**src/rtl/dvfs_pkg.sv**
```systemverilog
// Shared types and helpers for the DVFS transition sequencer.
package dvfs_pkg;

  // Width of the regulator voltage-level code (3 = highest .. 0 = lowest).
  localparam int VLVL_W = 2;

  // Sequencer states.
  typedef enum logic [2:0] {
    IDLE    = 3'd0,
    V_REQ   = 3'd1,
    V_REL   = 3'd2,
    SETTLE  = 3'd3,
    F_APPLY = 3'd4,
    F_HOLD  = 3'd5
  } dvfs_state_e;

  // Minimum voltage level needed to run the divided clock safely.
  // Small divide ratios mean a fast clock and therefore a high voltage.
  function automatic logic [VLVL_W-1:0] lvl_of_div(input logic [31:0] d);
    logic [VLVL_W-1:0] l;
    if (d >= 32'd8) begin
      l = 2'd0;
    end else if (d >= 32'd4) begin
      l = 2'd1;
    end else if (d >= 32'd2) begin
      l = 2'd2;
    end else begin
      l = 2'd3;
    end
    return l;
  endfunction

endpackage

```
**src/rtl/dvfs_vreg_handshake.sv**
```systemverilog
// 4-phase req/ack handshake to the voltage regulator with a per-phase
// timeout. Owns the requested voltage level so that an aborted handshake
// can restore the level that was in force before it started.
module dvfs_vreg_handshake
  import dvfs_pkg::*;
#(
  parameter int                unsigned TIMEOUT_CYC = 1024,
  parameter logic [VLVL_W-1:0] RST_LEVEL   = 2'd1
) (
  input  logic              clk_in,
  input  logic              rst_n,
  input  logic              start,
  input  logic [VLVL_W-1:0] level,
  input  logic              vreg_ack,
  output logic              vreg_req,
  output logic [VLVL_W-1:0] vreg_level,
  output logic              done,
  output logic              timeout
);

  localparam int TO_W = $clog2(TIMEOUT_CYC + 1);

  typedef enum logic [1:0] {
    HS_IDLE = 2'd0,
    HS_REQ  = 2'd1,
    HS_REL  = 2'd2
  } hs_state_e;

  hs_state_e         hs_q, hs_d;
  logic [TO_W-1:0]   cnt_q, cnt_d;
  logic [VLVL_W-1:0] level_q, level_d;
  logic [VLVL_W-1:0] prev_q, prev_d;
  logic              phase_expired;

  // The phase counter starts at 0 on phase entry, so this is the last
  // cycle the regulator is given to respond.
  assign phase_expired = (cnt_q == TO_W'(TIMEOUT_CYC - 1));

  // State, phase counter and level registers.
  always_ff @(posedge clk_in or negedge rst_n) begin
    if (!rst_n) begin
      hs_q    <= HS_IDLE;
      cnt_q   <= '0;
      level_q <= RST_LEVEL;
      prev_q  <= RST_LEVEL;
    end else begin
      hs_q    <= hs_d;
      cnt_q   <= cnt_d;
      level_q <= level_d;
      prev_q  <= prev_d;
    end
  end

  // Next-state: a response from the regulator always wins over expiry.
  always_comb begin
    hs_d    = hs_q;
    cnt_d   = cnt_q;
    level_d = level_q;
    prev_d  = prev_q;
    case (hs_q)
      HS_IDLE: begin
        if (start) begin
          hs_d    = HS_REQ;
          cnt_d   = '0;
          prev_d  = level_q;
          level_d = level;
        end
      end
      HS_REQ: begin
        if (vreg_ack) begin
          hs_d  = HS_REL;
          cnt_d = '0;
        end else if (phase_expired) begin
          hs_d    = HS_IDLE;
          cnt_d   = '0;
          level_d = prev_q;
        end else begin
          cnt_d = cnt_q + 1'b1;
        end
      end
      HS_REL: begin
        if (!vreg_ack) begin
          hs_d  = HS_IDLE;
          cnt_d = '0;
        end else if (phase_expired) begin
          hs_d    = HS_IDLE;
          cnt_d   = '0;
          level_d = prev_q;
        end else begin
          cnt_d = cnt_q + 1'b1;
        end
      end
      default: begin
        hs_d  = HS_IDLE;
        cnt_d = '0;
      end
    endcase
  end

  // Outputs: req is a pure state decode; done/timeout are single-cycle
  // strobes seen by the sequencer in the cycle the handshake ends.
  always_comb begin
    vreg_req   = (hs_q == HS_REQ);
    vreg_level = level_q;
    done       = (hs_q == HS_REL) && !vreg_ack;
    timeout    = ((hs_q == HS_REQ) && !vreg_ack && phase_expired) ||
                 ((hs_q == HS_REL) &&  vreg_ack && phase_expired);
  end

endmodule

```
**src/rtl/dvfs_transition_sequencer.sv**
```systemverilog
// Orders voltage and frequency changes so the divided clock never runs
// faster than the current regulator level supports.
module dvfs_transition_sequencer
  import dvfs_pkg::*;
#(
  parameter int unsigned MAX_DIV     = 16,
  parameter int unsigned SETTLE_CYC  = 64,
  parameter int unsigned HOLD_CYC    = 32,
  parameter int unsigned TIMEOUT_CYC = 1024,
  parameter int unsigned RST_DIV     = 4,
  localparam int         DIV_W       = $clog2(MAX_DIV)
) (
  input  logic              clk_in,
  input  logic              rst_n,
  input  logic [DIV_W-1:0]  req_div,
  output logic [DIV_W-1:0]  div_ratio,
  output logic [VLVL_W-1:0] vreg_level,
  output logic              vreg_req,
  input  logic              vreg_ack,
  output logic              busy,
  output logic              err
);

  localparam int unsigned CNT_MAX = (SETTLE_CYC > HOLD_CYC) ? SETTLE_CYC : HOLD_CYC;
  localparam int          CNT_W   = $clog2(CNT_MAX + 1);
  localparam logic [VLVL_W-1:0] RST_LEVEL = lvl_of_div(32'(RST_DIV));

  dvfs_state_e       state_q, state_d;
  logic [DIV_W-1:0]  div_q, div_d;
  logic [DIV_W-1:0]  tgt_q, tgt_d;
  logic              up_q, up_d;
  logic [CNT_W-1:0]  cnt_q, cnt_d;
  logic              err_q, err_d;

  logic [DIV_W-1:0]  tgt_norm;
  logic [VLVL_W-1:0] lvl_tgt_norm;
  logic [VLVL_W-1:0] lvl_tgt_q;
  logic [VLVL_W-1:0] lvl_div;
  logic              hs_start;
  logic [VLVL_W-1:0] hs_level;
  logic              hs_done;
  logic              hs_timeout;

  // Map the raw request onto a legal divide ratio (0 means "fastest").
  always_comb begin
    if (req_div == '0) begin
      tgt_norm = DIV_W'(1);
    end else if (32'(req_div) > 32'(MAX_DIV - 1)) begin
      tgt_norm = DIV_W'(MAX_DIV - 1);
    end else begin
      tgt_norm = req_div;
    end
    lvl_tgt_norm = lvl_of_div(32'(tgt_norm));
    lvl_tgt_q    = lvl_of_div(32'(tgt_q));
    lvl_div      = lvl_of_div(32'(div_q));
  end

  // Regulator handshake, including the abort-time level restore.
  dvfs_vreg_handshake #(
    .TIMEOUT_CYC (TIMEOUT_CYC),
    .RST_LEVEL   (RST_LEVEL)
  ) u_hs (
    .clk_in     (clk_in),
    .rst_n      (rst_n),
    .start      (hs_start),
    .level      (hs_level),
    .vreg_ack   (vreg_ack),
    .vreg_req   (vreg_req),
    .vreg_level (vreg_level),
    .done       (hs_done),
    .timeout    (hs_timeout)
  );

  // State register plus transition bookkeeping.
  always_ff @(posedge clk_in or negedge rst_n) begin
    if (!rst_n) begin
      state_q <= IDLE;
      div_q   <= DIV_W'(RST_DIV);
      tgt_q   <= DIV_W'(RST_DIV);
      up_q    <= 1'b0;
      cnt_q   <= '0;
      err_q   <= 1'b0;
    end else begin
      state_q <= state_d;
      div_q   <= div_d;
      tgt_q   <= tgt_d;
      up_q    <= up_d;
      cnt_q   <= cnt_d;
      err_q   <= err_d;
    end
  end

  // Next-state: the handshake start is raised on the same edge as the
  // entry into V_REQ so the request is visible from V_REQ's first cycle.
  always_comb begin
    state_d  = state_q;
    div_d    = div_q;
    tgt_d    = tgt_q;
    up_d     = up_q;
    cnt_d    = cnt_q;
    err_d    = err_q;
    hs_start = 1'b0;
    hs_level = lvl_tgt_q;
    case (state_q)
      IDLE: begin
        // Latching is harmless when nothing starts: tgt_q/up_q are only
        // consulted outside IDLE.
        tgt_d = tgt_norm;
        up_d  = (tgt_norm < div_q);
        if (tgt_norm != div_q) begin
          if (tgt_norm < div_q) begin
            if (err_q) begin
              // Regulator is unreliable: speed up only within the
              // voltage we already have.
              if (lvl_tgt_norm <= vreg_level) begin
                state_d = F_APPLY;
              end
            end else if (lvl_tgt_norm != lvl_div) begin
              state_d  = V_REQ;
              hs_start = 1'b1;
              hs_level = lvl_tgt_norm;
            end else begin
              state_d = F_APPLY;
            end
          end else begin
            state_d = F_APPLY;
          end
        end
      end
      V_REQ: begin
        if (hs_timeout) begin
          state_d = IDLE;
          err_d   = 1'b1;
        end else if (vreg_ack) begin
          state_d = V_REL;
        end
      end
      V_REL: begin
        if (hs_timeout) begin
          state_d = IDLE;
          err_d   = 1'b1;
        end else if (hs_done) begin
          if (up_q) begin
            state_d = SETTLE;
            cnt_d   = CNT_W'(SETTLE_CYC - 1);
          end else begin
            state_d = IDLE;
          end
        end
      end
      SETTLE: begin
        if (cnt_q == '0) begin
          state_d = F_APPLY;
        end else begin
          cnt_d = cnt_q - 1'b1;
        end
      end
      F_APPLY: begin
        div_d = tgt_q;
        if (up_q || err_q || (lvl_tgt_q == vreg_level)) begin
          state_d = IDLE;
        end else begin
          state_d = F_HOLD;
          cnt_d   = CNT_W'(HOLD_CYC - 1);
        end
      end
      F_HOLD: begin
        if (cnt_q == '0) begin
          state_d  = V_REQ;
          hs_start = 1'b1;
          hs_level = lvl_tgt_q;
        end else begin
          cnt_d = cnt_q - 1'b1;
        end
      end
      default: begin
        state_d = IDLE;
      end
    endcase
  end

  // Outputs decoded from registered state.
  always_comb begin
    div_ratio = div_q;
    busy      = (state_q != IDLE);
    err       = err_q;
  end

endmodule

```
**config.mk**
```make
export PLATFORM = sky130hd
export DESIGN_NAME = dvfs_transition_sequencer
export DESIGN_NICKNAME = d
export VERILOG_FILES = /design/src/rtl/dvfs_pkg.sv /design/src/rtl/dvfs_vreg_handshake.sv /design/src/rtl/dvfs_transition_sequencer.sv
export SDC_FILE = /design/constraint.sdc
export NUM_CORES = 1
export LEC_CHECK = 0
export CAP_MARGIN = 20
export CORE_MARGIN = 8
export CORE_UTILIZATION = 40
export CTS_BUF_LIST = sky130_fd_sc_hd__clkbuf_4
export DETAILED_ROUTE_END_ITERATION = 16
export HOLD_SLACK_MARGIN = 0.15
export PLACE_DENSITY = 0.56
export SYNTH_ARGS = -nofsm -noshare
export SYNTH_HDL_FRONTEND = slang
export SYNTH_SLANG_ARGS = --single-unit
```
**constraint.sdc**
```tcl
create_clock -name clk_in -period 3.23 [get_ports clk_in]
set_input_delay 0.8075 -clock clk_in [delete_from_list [all_inputs] [get_ports clk_in]]
set_output_delay 0.8075 -clock clk_in [all_outputs]
set_load 0.02 [all_outputs]
```
; After elaboration in Yosys (flattened, before gate mapping)
; Cells that the tools add are included.
[word_totals]
reg_bits = 37
in_bits = 7
out_inout_bits = 9
[classes]
addsub = 2
n_lt_le_gt_ge = 11
n_eq_ne = 25
n_mux = 56
reduce_logical = 23
[ops]
columns = operator, n
row1 = 2-to-1 mux 11 bit, 4
row2 = 2-to-1 mux 2 bit, 20
row3 = 2-to-1 mux 3 bit, 12
row4 = 2-to-1 mux 7 bit, 5
row5 = case mux 11 bit (3 select lines), 1
row6 = != test 2 bit (second input constant), 11
row7 = case mux 7 bit (3 select lines), 1
row8 = case mux 3 bit (6 select lines), 1
row9 = >= comparator 4 x 2 -> 1 bit (second input constant), 3
row10 = >= comparator 4 x 3 -> 1 bit (second input constant), 3
row11 = >= comparator 4 bit (second input constant), 3
row12 = case mux 2 bit (3 select lines), 2
row13 = AND reduction 6 bit, 2
row14 = adder 11 x 1 -> 11 bit (second input constant), 1
row15 = == test 11 x 10 -> 1 bit (second input constant), 1
row16 = nonzero test 3 bit, 3
row17 = 2-to-1 mux 1 bit, 8
row18 = zero test 7 bit, 1
row19 = subtractor 7 x 1 -> 7 bit (second input constant), 1
row20 = == test 3 x 2 -> 1 bit (second input constant), 2
row21 = == test 3 bit (second input constant), 2
row22 = != test 3 bit (second input constant), 2
row23 = logical AND 1 bit, 5
row24 = zero test 4 bit, 1
row25 = other kinds (18), 22

; Longest topological paths before layout
[logic_depth]
ltp_word = 14
depth_mapped = 9
ltp_nobuf = 8

; Cells and area by module
; Synthesis repeated with hierarchy kept, for this count alone.
[unflattened]
cells_unflattened = 270
area_unflattened_um2 = 2457.4
[by_module_without_submodules]
columns = module, n_inst, cells_each, area_per_inst_um2, seq_area_each_um2
row1 = dvfs_transition_sequencer, 1, 161, 1431.4, 503.0
row2 = dvfs_vreg_handshake, 1, 109, 1026.0, 427.9

; Least setup slack after synthesis
; Ideal clock, no wire load.
[synth_path]
path_kind = input to register
startpoint = in req_div[2]
endpoint = reg u_hs.level_q[1] (netlist: u_hs.vreg_level[1])
setup_time_ns = 0.125
t_arrival_ns = 2.723
required_time_ns = 3.105
setup_slack_ns = 0.382
cell_stages = 7
path_cell_list = clkbuf_1 > ha_1 > a21o_1 > a211oi_1 > nand3_1 > a21oi_1 > mux2_2
[synth_between]
elab_chain_cells = 14
elab_cells_between_ends = 25
classes_between = order compare: 4 / eq/ne: 3 / mux: 16 / reduce/logical: 2
[synth_lines]
columns = item, line_no
row1 = start: declaration, dvfs_transition_sequencer.sv:15  ; input logic [DIV_W-1:0] req_div,
row2 = zero test 4 bit, dvfs_transition_sequencer.sv:46  ; if (req_div == '0) begin
row3 = 2-to-1 mux 4 bit *, dvfs_transition_sequencer.sv:46
row4 = >= comparator 4 x 2 -> 1 bit, dvfs_pkg.sv:25  ; end else if (d >= 32'd2) begin
row5 = 2-to-1 mux 1 bit, dvfs_pkg.sv:25
row6 = 2-to-1 mux 2 bit, dvfs_pkg.sv:23  ; end else if (d >= 32'd4) begin
row7 = 2-to-1 mux 2 bit, dvfs_pkg.sv:21  ; if (d >= 32'd8) begin
row8 = != test 2 bit, dvfs_transition_sequencer.sv:118  ; end else if (lvl_tgt_norm != lvl_div) begin
row9 = 2-to-1 mux 1 bit or 2-to-1 mux 2 bit (tied branches), dvfs_transition_sequencer.sv:118
row10 = 2-to-1 mux 1 bit or 2-to-1 mux 2 bit (tied branches), dvfs_transition_sequencer.sv:112  ; if (err_q) begin
row11 = 2-to-1 mux 1 bit or 2-to-1 mux 2 bit (tied branches), dvfs_transition_sequencer.sv:111  ; if (tgt_norm < div_q) begin
row12 = 2-to-1 mux 1 bit or 2-to-1 mux 2 bit (tied branches), dvfs_transition_sequencer.sv:110  ; if (tgt_norm != div_q) begin
row13 = case mux 1 bit (2 select lines) or 2-to-1 mux 2 bit (tied branches), n/a
row14 = != test 2 bit (no source line) or 2-to-1 mux 2 bit (tied branches), n/a
row15 = AND reduction 4 bit (no source line) or case mux 2 bit (3 select lines) (tied branches), n/a
row16 = end signal: assignment, dvfs_vreg_handshake.sv:49  ; level_q <= level_d;
row17 = end: declaration, dvfs_vreg_handshake.sv:31  ; logic [VLVL_W-1:0] level_q, level_d;
; Mark *: on every way between the ends. The rest lies on a longest branch, timed or not. The select of a mux whose other input is x is not followed.
; A chain may end at the register's enable or synchronous reset.

; Final worst setup path
[layout_path]
startpoint = in req_div[3]
endpoint = reg u_hs.level_q[1] (netlist: u_hs.vreg_level[1])
; The elaborated chain is that of the path after synthesis.

==> metrics.txt <==
Synth Area per Inst 8.90 sq um; FFs w/ async S/R, synth 100%; Setup violations, final 0; Initial Util 41.5%; Final Max Slew Viols 0; Least-Margin Pin Slew 837 ps; DP Area 2750 sq um; layout cells sized above 1 13.5%; Synth Instances 276; CTS H-tree lvls 2; Die W 94.4 um; final layout net count 322; hold path endpoint tgt_q[0]; yosys warns 0; CTS Buf Count 5; DRT Pass-1 Iters 4; CP Class in2reg; GRT Total Usage 14.7%; largest net degree at the start of global routing 38; Post-Route WL 5.95 mm; Final Util 47.3%; die area 8900 sq um; Max Freq 345 MHz; worst relative slew slack 44.2%; gr ovfl total 0; Post-CTS Setup Repair Bufs 0; CP endpoint kind register; Post-route DRC 0; hold path startpoint tgt_q[0]; synthesized net count 295; row count 28; Worst-path clk slew 110 ps; post_cts resized 0; Worst Path Required 3480 ps; Layout area overhead 14.1%; clk_skew 15.3 ps; Critical R2R Launch div_ratio[2]; Worst EP arrival 3150 ps; GP Congestion 0.817; startpoint types input pin; via count 2145; Max VDD drop 0.180 mV; r2r endpoint u_hs.cnt_q[8]; Core Footprint 5920 sq um; total clock sinks 37; Seq cells post-synth 37; Worst-Skew Late Latency 370 ps; Iter 0 DRT Violations 98; hold buffers post-CTS 0; via count of the first global-routing pass 2076; ANT cells 0; cell area power density 273 nW/um^2; Max-cap violations 0; crit path time final 2900 ps; Port Buffers 15; initial antenna violation count 0; Static Leak 1.20 nW; DRT antenna net count 0; Yosys cell types 68; Final Hold Vio Count 0; CTS tree yes; Hold WC Path Type reg2reg; sequential share of the synthesized area 37.9%; Worst R2R Path Depth 8; reg2reg setup slack 700 ps; CP Max Fanout 5; unrepaired setup endpoints after global routing no; clk root buf clkbuf_4; I/O pin cnt 16; post-synthesis instance area 2460 sq um; number of synthesized flops with an enable pin 0; Die Span Y 94.4 um; Via density 5.66; routed len/inst 15.7 um; fin crit share 89.7%; global-route wire length before repair 10.5 mm; DPL Wire Length 4.46 mm; Hold Path Stages 2; cell area after layout 2800 sq um; fillcell total 592; ys flop type dfrtp_1; run status finished clean; Max Root-Sink Buffers 2
## cells in the final DEF (no fill, tap or decap), drive strengths merged, types with 5 or more instances in the layout
cell	n
a211oi	5
nor3	5
nand3	12
nor2	20
nand2b	5
o21ai	19
nand2	35
o22ai	5
clkdlybuf4s50	14
dfrtp	33
clkbuf	6
buf	13
inv	21
a21oi	8
ha	12
mux2	7
## through the flow
step                      hold WS [ps]  cells  TNS (ps)  total power, mW  setup slack, ps
final                              500    379         0            0.766              332
after global routing               551    379         0            0.802              128
after CTS                          503    379         0            0.772              317
after detailed placement           478    371     -58.2            0.516            -42.8
after global placement             491    371         0            0.516             38.1
after floorplan                    444    276         0            0.486              382
## report_power, final
group,switching [mW],internal [mW]
Clock,0.168,0.0914
Combinational,0.0248,0.0187
Sequential,0,0.463
Total,0.193,0.573
## flip-flops by register name, indices dropped and copies added, names as in the netlist
name	flops
u_hs.prev_q	2
cnt_q	7
tgt_q	4
u_hs.cnt_q	11
err	1
state_q	3
u_hs.hs_q	2
up_q	1
div_ratio	4
u_hs.vreg_level	2
## Yosys cell counts, drive strengths merged (5+ instances only)
library cell  number  area [sq um]
ha                12           150
nor2              20          75.1
nand2             35           131
a211oi             5          37.5
a21oi              8          40.0
dfrtp             33           826
nand3             12          60.1
o21ai             19          95.1
nor3               5          30.0
inv               21          78.8
o22ai              5          31.3
mux2               7          86.3
nand2b             5          31.3
## per-layer routing
metal	wire length (um)	part of all wire, %	track usage (%)
met1	3090	52	21.1
met2	2580	43	21.4
met3	209	3.5	2.62
met4	66	1.1	5.55
met5	0	0	0
## logic make-up (layout without fill, tap and decap cells)
kind of cell               after synthesis  count (layout)  synth area share (%)
AOI/OAI and AO/OA                       82              82                  23.9
xor gates and xnor gates                 3               3                  1.07
adders and majority gates               12              12                  6.11
buffers and inverters                   28              56                  4.74
DFF                                     37              37                  37.9
muxes                                    7               7                  3.51
and+or+nand+nor                        107             107                  22.7
## worst max-delay path by stage
stage | start | to | slack [ps]
final | req_div[3] | u_hs.vreg_level[1] | 330
after global routing | req_div[3] | u_hs.cnt_q[8] | 130
after CTS | req_div[3] | u_hs.vreg_level[1] | 320
after detailed placement | req_div[3] | u_hs.vreg_level[1] | -40
after global placement | req_div[3] | u_hs.vreg_level[1] | 40
after floorplan | req_div[2] | u_hs.vreg_level[1] | 380
## area by class of cell
| cell class | instances | area, sq um | share of cell area [%] |
|---|---|---|---|
| multi-input combinational | 211 | 1410 | 50.3 |
| sequential | 37 | 931 | 33.2 |
| timing repair buffer | 27 | 235 | 8.39 |
| tap | 75 | 93.8 | 3.35 |
| inverter | 21 | 78.8 | 2.81 |
| clock buffer | 6 | 45.0 | 1.61 |
| clock inverter | 2 | 10.0 | 0.357 |
## critical path: stages
cell and delay (ps):
clkdlybuf4s50_1 470, nor3_1 220, nor2_1 90, ha_1 270, and4_1 220, nor2_1 80, and3_1 250, buf_4 150
a311o_1 330, mux2_2 260
No activity file was read; power rests on OpenSTA's default activity.
